### src/rtl/sar_timing_pkg.sv
// sar_timing_pkg: shared types and constants for the SAR conversion timing
// generator.
//   sar_state_e : conversion FSM states (IDLE/SAMPLE/CONVERT/DONE)
//   DEF_*       : default parameter values used by sar_timing_gen
//   bidx_w()    : width of the bit-index bus for a given resolution
package sar_timing_pkg;

  typedef enum logic [1:0] {
    IDLE    = 2'd0,
    SAMPLE  = 2'd1,
    CONVERT = 2'd2,
    DONE    = 2'd3
  } sar_state_e;

  localparam int DEF_DIV_W  = 8;
  localparam int DEF_N_BITS = 8;
  localparam int DEF_SMP_W  = 8;

  // Bits needed to hold N_BITS-1 .. 0; never narrower than one bit.
  function automatic int bidx_w(input int n_bits);
    return (n_bits < 2) ? 1 : $clog2(n_bits);
  endfunction

endpackage

### src/rtl/sar_prescaler.sv
// sar_prescaler: free-running tick prescaler.
// Counts 0..ratio and wraps; tick is high while the count equals ratio, so
// the tick period is ratio+1 clocks (every clock when ratio is 0).
//   clk_in : system clock
//   rst    : synchronous active-high reset (count to 0)
//   clr    : synchronous clear, holds the count at 0
//   ratio  : terminal count D
//   tick   : high in the last cycle of each period
//   cnt    : current count, exported for clock-shape decoding
module sar_prescaler #(
  parameter int DIV_W = 8
) (
  input  logic             clk_in,
  input  logic             rst,
  input  logic             clr,
  input  logic [DIV_W-1:0] ratio,
  output logic             tick,
  output logic [DIV_W-1:0] cnt
);

  assign tick = (cnt == ratio);

  always_ff @(posedge clk_in) begin
    if (rst || clr) begin
      cnt <= '0;
    end else if (cnt == ratio) begin
      cnt <= '0;
    end else begin
      cnt <= cnt + 1'b1;
    end
  end

endmodule

### src/rtl/sar_timing_gen.sv
// sar_timing_gen: SAR ADC conversion timing generator.
// Derives a programmable sample window and N_BITS bit-decision strobes from
// clk_in using clock enables. Single-shot (start) or continuous (cont_en)
// conversion, abort, and a busy/done handshake. All outputs are registered
// and lag the internal state by one cycle.
//   clk_in         : system clock
//   rst            : synchronous active-high reset
//   start          : single-shot request, honoured in IDLE only
//   cont_en        : back-to-back conversions while high
//   abort          : back to IDLE on the next edge, no done pulse
//   div_ratio      : tick period minus one (D), latched at conversion start
//   sample_len     : sample window in ticks (S, 0 acts as 1), latched likewise
//   sample_en      : high for the whole sample window
//   sar_tick       : one-cycle strobe per bit decision
//   bit_idx        : bit under decision, N_BITS-1 down to 0
//   conv_busy      : high while sampling or converting
//   conv_done      : one-cycle pulse at the end of a conversion
//   clk_out_sample : sample_en delayed one cycle (SAR_CLK_OUT_EN only, else 0)
//   clk_out_sar    : bit clock, high for cnt <= D/2 in CONVERT
//                    (SAR_CLK_OUT_EN only, else 0)
// Build option: define SAR_CLK_OUT_EN to generate the two registered clocks.
module sar_timing_gen
  import sar_timing_pkg::*;
#(
  parameter int DIV_W  = DEF_DIV_W,
  parameter int N_BITS = DEF_N_BITS,
  parameter int SMP_W  = DEF_SMP_W
) (
  input  logic                      clk_in,
  input  logic                      rst,
  input  logic                      start,
  input  logic                      cont_en,
  input  logic                      abort,
  input  logic [DIV_W-1:0]          div_ratio,
  input  logic [SMP_W-1:0]          sample_len,
  output logic                      sample_en,
  output logic                      sar_tick,
  output logic [bidx_w(N_BITS)-1:0] bit_idx,
  output logic                      conv_busy,
  output logic                      conv_done,
  output logic                      clk_out_sample,
  output logic                      clk_out_sar
);

  localparam int             BW      = bidx_w(N_BITS);
  localparam logic [BW-1:0]  TOP_BIT = BW'(N_BITS - 1);

  sar_state_e       state;
  logic [DIV_W-1:0] d_lat;
  logic [SMP_W-1:0] s_last;
  logic [SMP_W-1:0] smp_cnt;
  logic [BW-1:0]    bit_q;
  logic             tick;
  logic             clr;
  logic             launch;
  logic [DIV_W-1:0] cnt;

  // IDLE and DONE hold the prescaler at 0 so every conversion starts with a
  // fresh full-length tick period.
  assign clr    = (state == IDLE) || (state == DONE);
  assign launch = ((state == IDLE) && (start || cont_en)) ||
                  ((state == DONE) && cont_en);

  sar_prescaler #(
    .DIV_W (DIV_W)
  ) u_prescaler (
    .clk_in (clk_in),
    .rst    (rst),
    .clr    (clr),
    .ratio  (d_lat),
    .tick   (tick),
    .cnt    (cnt)
  );

  // Conversion settings are pure data: captured at each launch, no reset.
  always_ff @(posedge clk_in) begin
    if (!rst && !abort && launch) begin
      d_lat  <= div_ratio;
      s_last <= (sample_len == '0) ? '0 : sample_len - 1'b1;
    end
  end

  // Stage boundary: internal FSM state -> registered outputs (one cycle lag).
  always_ff @(posedge clk_in) begin
    if (rst) begin
      state     <= IDLE;
      smp_cnt   <= '0;
      bit_q     <= '0;
      sample_en <= 1'b0;
      sar_tick  <= 1'b0;
      bit_idx   <= '0;
      conv_busy <= 1'b0;
      conv_done <= 1'b0;
    end else if (abort) begin
      // Outputs drop together with the state so busy is low the cycle after.
      state     <= IDLE;
      bit_q     <= '0;
      sample_en <= 1'b0;
      sar_tick  <= 1'b0;
      bit_idx   <= '0;
      conv_busy <= 1'b0;
      conv_done <= 1'b0;
    end else begin
      sample_en <= (state == SAMPLE);
      sar_tick  <= (state == CONVERT) && tick;
      bit_idx   <= bit_q;
      conv_busy <= (state == SAMPLE) || (state == CONVERT);
      conv_done <= (state == DONE);
      case (state)
        IDLE: begin
          if (launch) begin
            state   <= SAMPLE;
            smp_cnt <= '0;
            bit_q   <= TOP_BIT;
          end
        end
        SAMPLE: begin
          if (tick) begin
            if (smp_cnt == s_last) begin
              state <= CONVERT;
            end else begin
              smp_cnt <= smp_cnt + 1'b1;
            end
          end
        end
        CONVERT: begin
          if (tick) begin
            if (bit_q == '0) begin
              state <= DONE;
            end else begin
              bit_q <= bit_q - 1'b1;
            end
          end
        end
        DONE: begin
          if (launch) begin
            state   <= SAMPLE;
            smp_cnt <= '0;
            bit_q   <= TOP_BIT;
          end else begin
            state <= IDLE;
          end
        end
        default: state <= IDLE;
      endcase
    end
  end

`ifdef SAR_CLK_OUT_EN
  logic [DIV_W-1:0] half_d;
  assign half_d = d_lat >> 1;

  // Stage boundary: decoded clock shapes -> registered clock outputs.
  always_ff @(posedge clk_in) begin
    if (rst) begin
      clk_out_sample <= 1'b0;
      clk_out_sar    <= 1'b0;
    end else begin
      clk_out_sample <= sample_en;
      clk_out_sar    <= !abort && (state == CONVERT) && (cnt <= half_d);
    end
  end
`else
  logic unused_cnt;
  assign unused_cnt     = ^cnt;
  assign clk_out_sample = 1'b0;
  assign clk_out_sar    = 1'b0;
`endif

endmodule

### config.mk
export PLATFORM = sky130hd
export DESIGN_NAME = sar_timing_gen
export DESIGN_NICKNAME = d
export VERILOG_FILES = /design/src/rtl/sar_timing_pkg.sv /design/src/rtl/sar_prescaler.sv /design/src/rtl/sar_timing_gen.sv
export SDC_FILE = /design/constraint.sdc
export NUM_CORES = 1
export LEC_CHECK = 0
export CORE_ASPECT_RATIO = 0.75
export CORE_UTILIZATION = 35
export DETAILED_ROUTE_END_ITERATION = 8
export PLACE_DENSITY = 0.64
export SYNTH_ARGS = -nofsm -noshare
export SYNTH_HDL_FRONTEND = slang
export SYNTH_SLANG_ARGS = --single-unit
### constraint.sdc
create_clock -name clk_in -period 3.81 [get_ports clk_in]
set_input_delay 1.143 -clock clk_in [delete_from_list [all_inputs] [get_ports clk_in]]
set_output_delay 1.143 -clock clk_in [all_outputs]
set_load 0.03 [all_outputs]
Word-level counts from Yosys, hierarchy flattened
Cells that the tools add are included.
{"block": "word_totals", "word_cells": 67, "register_bits": 44, "input_bits": 21, "output_inout_bits": 9}
{"block": "op_classes", "reduce_logical": 23, "addsub": 4, "eq_ne": 13, "n_bitwise": 1, "muxes": 15}
{"operator": "$mux W8", "count": 3}
{"operator": "$add A8 B1 Y8 const B", "count": 2}
{"operator": "$eq A8 B8 Y1", "count": 2}
{"operator": "$pmux W8 S2", "count": 1}
{"operator": "$mux W2", "count": 5}
{"operator": "$ne A2 B2 Y1 const B", "count": 5}
{"operator": "$reduce_and A5 Y1", "count": 2}
{"operator": "$mux W3", "count": 3}
{"operator": "$logic_not A8 Y1", "count": 1}
{"operator": "$pmux W2 S4", "count": 1}
{"operator": "$sub A8 B1 Y8 const B", "count": 1}
{"operator": "$ne A2 B1 Y1 const B", "count": 3}
{"operator": "$pmux W3 S2", "count": 1}
{"operator": "$reduce_or A2 Y1", "count": 3}
{"operator": "$logic_and A1 B1 Y1", "count": 5}
{"operator": "$logic_or A1 B1 Y1", "count": 5}
{"operator": "$eq A2 B2 Y1 const B", "count": 2}
{"operator": "$reduce_and A4 Y1", "count": 1}
{"operator": "$reduce_bool A2 Y1", "count": 2}
{"operator": "$logic_not A3 Y1", "count": 1}
{"operator": "$sub A3 B1 Y3 const B", "count": 1}
{"operator": "$eq A2 B1 Y1 const B", "count": 1}
{"operator": "$logic_not A1 Y1", "count": 2}
{"operator": "$logic_not A2 Y1", "count": 1}
{"operator": "other kinds (2)", "count": 2}

Logic depth before layout (Yosys ltp)
{"block": "depth", "depth_word": 5, "depth_mapped": 7, "ltp_nobuf": 7}

Modules after synthesis
Synthesis repeated with hierarchy kept, for this count alone.
{"block": "hier_totals", "cells_unflattened": 225, "hier_area_um2": 2265.9}
{"mod": "sar_timing_gen", "area_per_inst_um2": 1798.0, "cells_each": 178, "seq_area_each_um2": 880.8, "instances": 1}
{"mod": "sar_prescaler", "area_per_inst_um2": 467.9, "cells_each": 47, "seq_area_each_um2": 160.2, "instances": 1}

Worst setup path after synthesis
Ideal clock, no wire load.
{"block": "synth_timing", "path_type": "input to register", "from": "in abort", "to": "reg d_lat[0] (enable)", "path_buffers": 0, "required_time_ns": 3.416, "cell_stages": 3, "arrival_ns": 2.381, "setup_ns": 0.394, "path_slack_ns": 1.034, "cell_sequence": "nor2_1 inv_1 a21oi_1"}
{"block": "synth_between", "elab_chain_len": 3}
{"element": "start: declaration", "line_no": "sar_timing_gen.sv:33", "rtl": "input logic abort,"}
{"element": "$logic_not A1 Y1", "line_no": "sar_timing_gen.sv:77", "rtl": "if (!rst && !abort && launch) begin"}
{"element": "$logic_and A1 B1 Y1 (2 in series)", "line_no": "sar_timing_gen.sv:77"}
{"element": "end signal: assignment", "line_no": "sar_timing_gen.sv:78", "rtl": "d_lat <= div_ratio;"}
{"element": "end: declaration", "line_no": "sar_timing_gen.sv:49", "rtl": "logic [DIV_W-1:0] d_lat;"}
No other way between the ends.
A chain may end at the register's enable or synchronous reset.

Worst setup path in the final report
{"block": "layout_timing", "from": "in sample_len[3]", "to": "reg s_last[3] (data pin)"}
{"block": "layout_between", "elab_chain_len": 1, "word_cells_on_any_way": 2, "classes_between": "add/sub: 1; reduce/logical: 1"}
{"element": "start: declaration", "line_no": "sar_timing_gen.sv:35", "rtl": "input logic [SMP_W-1:0] sample_len,"}
{"element": "$sub A8 B1 Y8 / $logic_not A8 Y1 (equally long branches)", "line_no": "sar_timing_gen.sv:79", "rtl": "s_last <= (sample_len == '0) ? '0 : sample_len - 1'b1;"}
{"element": "end signal: assignment", "line_no": "sar_timing_gen.sv:79"}
{"element": "end: declaration", "line_no": "sar_timing_gen.sv:50", "rtl": "logic [SMP_W-1:0] s_last;"}
Several ways; a longest one is shown, not always the timed one.

==> tab_implementation.tex <==
\begin{tabular}{lr}
\hline
Metric & Value \\
\hline
\multicolumn{2}{l}{\textbf{Layout}} \\
Number of filler instances in the final layout & 602 \\
Non-filler cells in the finished layout & 339 \\
Synth-to-layout area growth & 20.4\% \\
Fraction of layout instances using a drive strength above 1 & roughly 8.5\% \\
Register area & 1040 sq um \\
Final std cell area, no fill & between 2000 and 3000 sq um \\
Count of inserted antenna diode cells & 0 \\
Number of nets in the layout & between 200 and 300 \\
Utilization of the core after routing & 43.6\% \\
Area of combinational cells with multiple inputs & 1140 sq um \\
\multicolumn{2}{l}{\textbf{Floorplan}} \\
Area of the core region & 6290 sq um \\
Row cnt & 25 \\
Effective utilization at floorplan & 36.2\% \\
Count of pins on the block boundary & 30 \\
Full die area & 6840 sq um \\
Die width & 95.1 microns \\
Die Span Y & 71.9 microns \\
\multicolumn{2}{l}{\textbf{Placed design}} \\
Post-DP HPWL & 3190 microns \\
Post-placement setup slack & 0.753 ns \\
Placed Area & between 2000 and 3000 sq um \\
Cell Count Post-Placement & around 330 \\
Final weighted congestion in routability-driven placement & 0.798 \\
PortBufs & 27 \\
\multicolumn{2}{l}{\textbf{Timing}} \\
Setup repair after global routing missed its margin & false \\
Least setup slack across all paths after layout & $\sim$1.1 ns \\
Shortest clock period the worst path allows after layout & 2.74 ns \\
Relative slew slack & 65.5\% \\
Max frequency & roughly 370 MHz \\
Final setup violating endpoints & 0 \\
Setup TNS & 0 ns \\
Worst slew pin tran & 0.518 ns \\
Hold\_ws & about 0.47 ns \\
Number of max-slew violations in the final report & 0 \\
Final Hold Vio Count & 0 \\
Final critical-path share of the clock period & 71.8\% \\
Final Skew & 0.0152 ns \\
\multicolumn{2}{l}{\textbf{Clock tree}} \\
Cell chosen for the clock root & sky130\_fd\_sc\_hd\_\_clkbuf\_8 \\
Longest Clk Path Bufs & 2 \\
Clock tree from TritonCTS & done \\
Count of H-tree levels built during CTS & 2 \\
Sink count of the clock tree & 44 \\
Post-cts gate resize count & 0 \\
Post-CTS Setup Repair Bufs & 0 \\
Inserted Clock Buffers & 5 \\
Hold-fix buffers, CTS & 0 \\
Source-to-sink clock delay at the later pin of the worst-skew pair & 0.30 ns \\
Clock edge transition at the registers on the reported setup and hold paths & 0.08 ns \\
\multicolumn{2}{l}{\textbf{Worst setup path}} \\
Worst reg2reg path endpoint & smp\_cnt[5] \\
Startpoint type of the worst setup path & input pin \\
Crit Reg-Reg Startpoint & state[0] \\
Critical path data required time & 3.84 ns \\
Endpoint type of the worst setup path & flop \\
Largest fanout on the critical path & 8 \\
Crit path arrival time & 2.77 ns \\
Setup slack, reg-to-reg & between 1.5 and 2 ns \\
Worst reg-to-reg path cell count & 7 \\
Worst Setup Path Type & input pin to flop \\
\multicolumn{2}{l}{\textbf{Outcome}} \\
Run status & finished, final reports clean \\
\multicolumn{2}{l}{\textbf{Detailed routing}} \\
Remaining antenna violation count after routing & 0 \\
Detail-routed net length per standard cell & roughly 13 microns \\
Sum of routed wire length over all layers & between 4000 and 5000 microns \\
Total iterations of the first detailed-routing run & 5 \\
Iteration-0 DRC Markers & 85 \\
Total number of vias & 1691 \\
Number of DRC violations after detailed routing & 0 \\
Number of vias per cell & 4.99 \\
\multicolumn{2}{l}{\textbf{GRT}} \\
Total overflow reported by the global router & 0 \\
GRT Util Overall & between 10\% and 20\% \\
Via count of the first global-routing pass & 1617 \\
Global-route wire length before repair & 7500 microns \\
Number of antenna violations at the first check in global routing & 0 \\
Maximum number of pins on one net before global-route repair & 17 \\
\multicolumn{2}{l}{\textbf{Synth}} \\
Syn Area/Cell & around 10 sq um \\
Post-synthesis register bit count & 44 \\
Cell variety after synth & 50 \\
Largest area contributor in the synthesized netlist & sky130\_fd\_sc\_hd\_\_dfxtp\_1 \\
Share of synthesized registers carrying an async set or reset & 0\% \\
Number of instances in the synthesized netlist & 225 \\
Share of the yosys chip area belonging to registers & 45.7\% \\
Yosys Warn Count & 0 \\
Leading cell types by total area after synthesis & sky130\_fd\_sc\_hd\_\_dfxtp\_1 (25\%), sky130\_fd\_sc\_hd\_\_edfxtp\_1 (21\%), sky130\_fd\_sc\_hd\_\_xnor2\_1 (8.1\%) \\
Dominant synthesized flop cell & sky130\_fd\_sc\_hd\_\_dfxtp\_1 \\
Mapped Area & between 2000 and 2500 sq um \\
Number of synthesized flops with an enable pin & 16 \\
Synth top area share & 24.6\% \\
\multicolumn{2}{l}{\textbf{Pwr}} \\
Total design power & 0.987 mW \\
Largest voltage drop on the vdd net & 0.125 mV \\
Leakage power summed over all cells & 0.966 nW \\
Pwr Density & 360 nW/um\^{}2 \\
\multicolumn{2}{l}{\textbf{Min path}} \\
Beginning of the worst hold path & bit\_q[1] \\
Worst min-delay path endpoint & bit\_q[1] \\
Path type of the worst min-delay path & flop to flop \\
Worst Hold Depth & 1 \\
\multicolumn{2}{l}{\textbf{Job}} \\
Number of max-cap violations & 0 \\
\hline
\end{tabular}
==> worst max path at each step <==
stage	depth (start not counted)	start	slack (ns)	endpoint
floorplan	3	abort	1.03	d_lat[0]
global placement	4	sample_len[3]	0.80	s_last[6]
detailed placement	4	sample_len[3]	0.75	s_last[3]
CTS	4	sample_len[3]	1.07	s_last[3]
global route	4	sample_len[3]	0.95	s_last[3]
finish	4	sample_len[3]	1.07	s_last[3]
==> state kept, by name, summed over array words and instances, names as in the netlist <==
register and flops:
conv_done 1, smp_cnt 8, sar_tick 1, u_prescaler.cnt 8
bit_idx 3, state 2, s_last 8, sample_en 1
d_lat 8, bit_q 3, conv_busy 1
==> cells in the final DEF (no fill, tap or decap), types with 5 or more instances in the layout <==
| master | instances |
|---|---|
| sky130_fd_sc_hd__a31oi_1 | 8 |
| sky130_fd_sc_hd__and3_1 | 5 |
| sky130_fd_sc_hd__clkbuf_8 | 5 |
| sky130_fd_sc_hd__clkdlybuf4s50_1 | 27 |
| sky130_fd_sc_hd__dfxtp_1 | 28 |
| sky130_fd_sc_hd__edfxtp_1 | 16 |
| sky130_fd_sc_hd__ha_1 | 10 |
| sky130_fd_sc_hd__inv_1 | 19 |
| sky130_fd_sc_hd__nand2_1 | 10 |
| sky130_fd_sc_hd__nand3_1 | 5 |
| sky130_fd_sc_hd__nand4_1 | 8 |
| sky130_fd_sc_hd__nor2_1 | 30 |
| sky130_fd_sc_hd__o22ai_1 | 5 |
| sky130_fd_sc_hd__xnor2_1 | 21 |
| sky130_fd_sc_hd__xor2_1 | 5 |
==> logic make-up (layout without fill, tap and decap cells) <==
group                      count (synthesis)  after routing  share of synthesized area [%]
and+or+nand+nor                           81             81                           20.3
DFF                                       44             44                           45.7
AOI/OAI and AO/OA                         37             37                           13.1
xor gates and xnor gates                  26             26                           10.0
buffers and inverters                     24             56                           4.34
adders and majority gates                 10             10                           5.49
muxes                                      2              2                          0.879
other                                      1              2                          0.165
==> cell type report <==
class | instances | share of cell area, %
inverters | 20 | 2.74
well taps | 81 | 3.70
clock buffers | 6 | 3.42
flip-flops and latches | 44 | 38.0
repair buffers | 28 | 10.1
clock inverters | 2 | 0.456
multi-input cells | 158 | 41.6
==> cell usage after synthesis, types with 5 or more instances <==
master / number
sky130_fd_sc_hd__nor2_1: 30
sky130_fd_sc_hd__dfxtp_1: 28
sky130_fd_sc_hd__xnor2_1: 21
sky130_fd_sc_hd__inv_1: 19
sky130_fd_sc_hd__edfxtp_1: 16
sky130_fd_sc_hd__ha_1: 10
sky130_fd_sc_hd__nand2_1: 10
sky130_fd_sc_hd__a31oi_1: 8
sky130_fd_sc_hd__nand4_1: 8
sky130_fd_sc_hd__and3_1: 5
sky130_fd_sc_hd__nand3_1: 5
sky130_fd_sc_hd__o22ai_1: 5
sky130_fd_sc_hd__xor2_1: 5
==> where the power goes <==
group / internal [mW] / total [mW] / switching, mW
combinational: 0.0601 / 0.139 / 0.0785
clock: 0.168 / 0.336 / 0.168
sequential: 0.504 / 0.512 / 0.00851
total: 0.732 / 0.987 / 0.255
==> routing by layer <==
layer / up-vias / GRT usage [%] / part of all wire (%)
li1: 864 / - / -
met1: 765 / 20.4 / 51
met2: 55 / 20.6 / 41
met3: 7 / 3.40 / 5.7
met4: 0 / 4.88 / 1.4
met5: - / 0 / 0
==> critical path: stages <==
cell and delay (ns):
sky130_fd_sc_hd__clkdlybuf4s50_1 0.49, sky130_fd_sc_hd__or4_4 0.57, sky130_fd_sc_hd__nor4b_4 0.46, sky130_fd_sc_hd__nor2_1 0.11
Note: power is estimated with default switching activity, not from simulation.
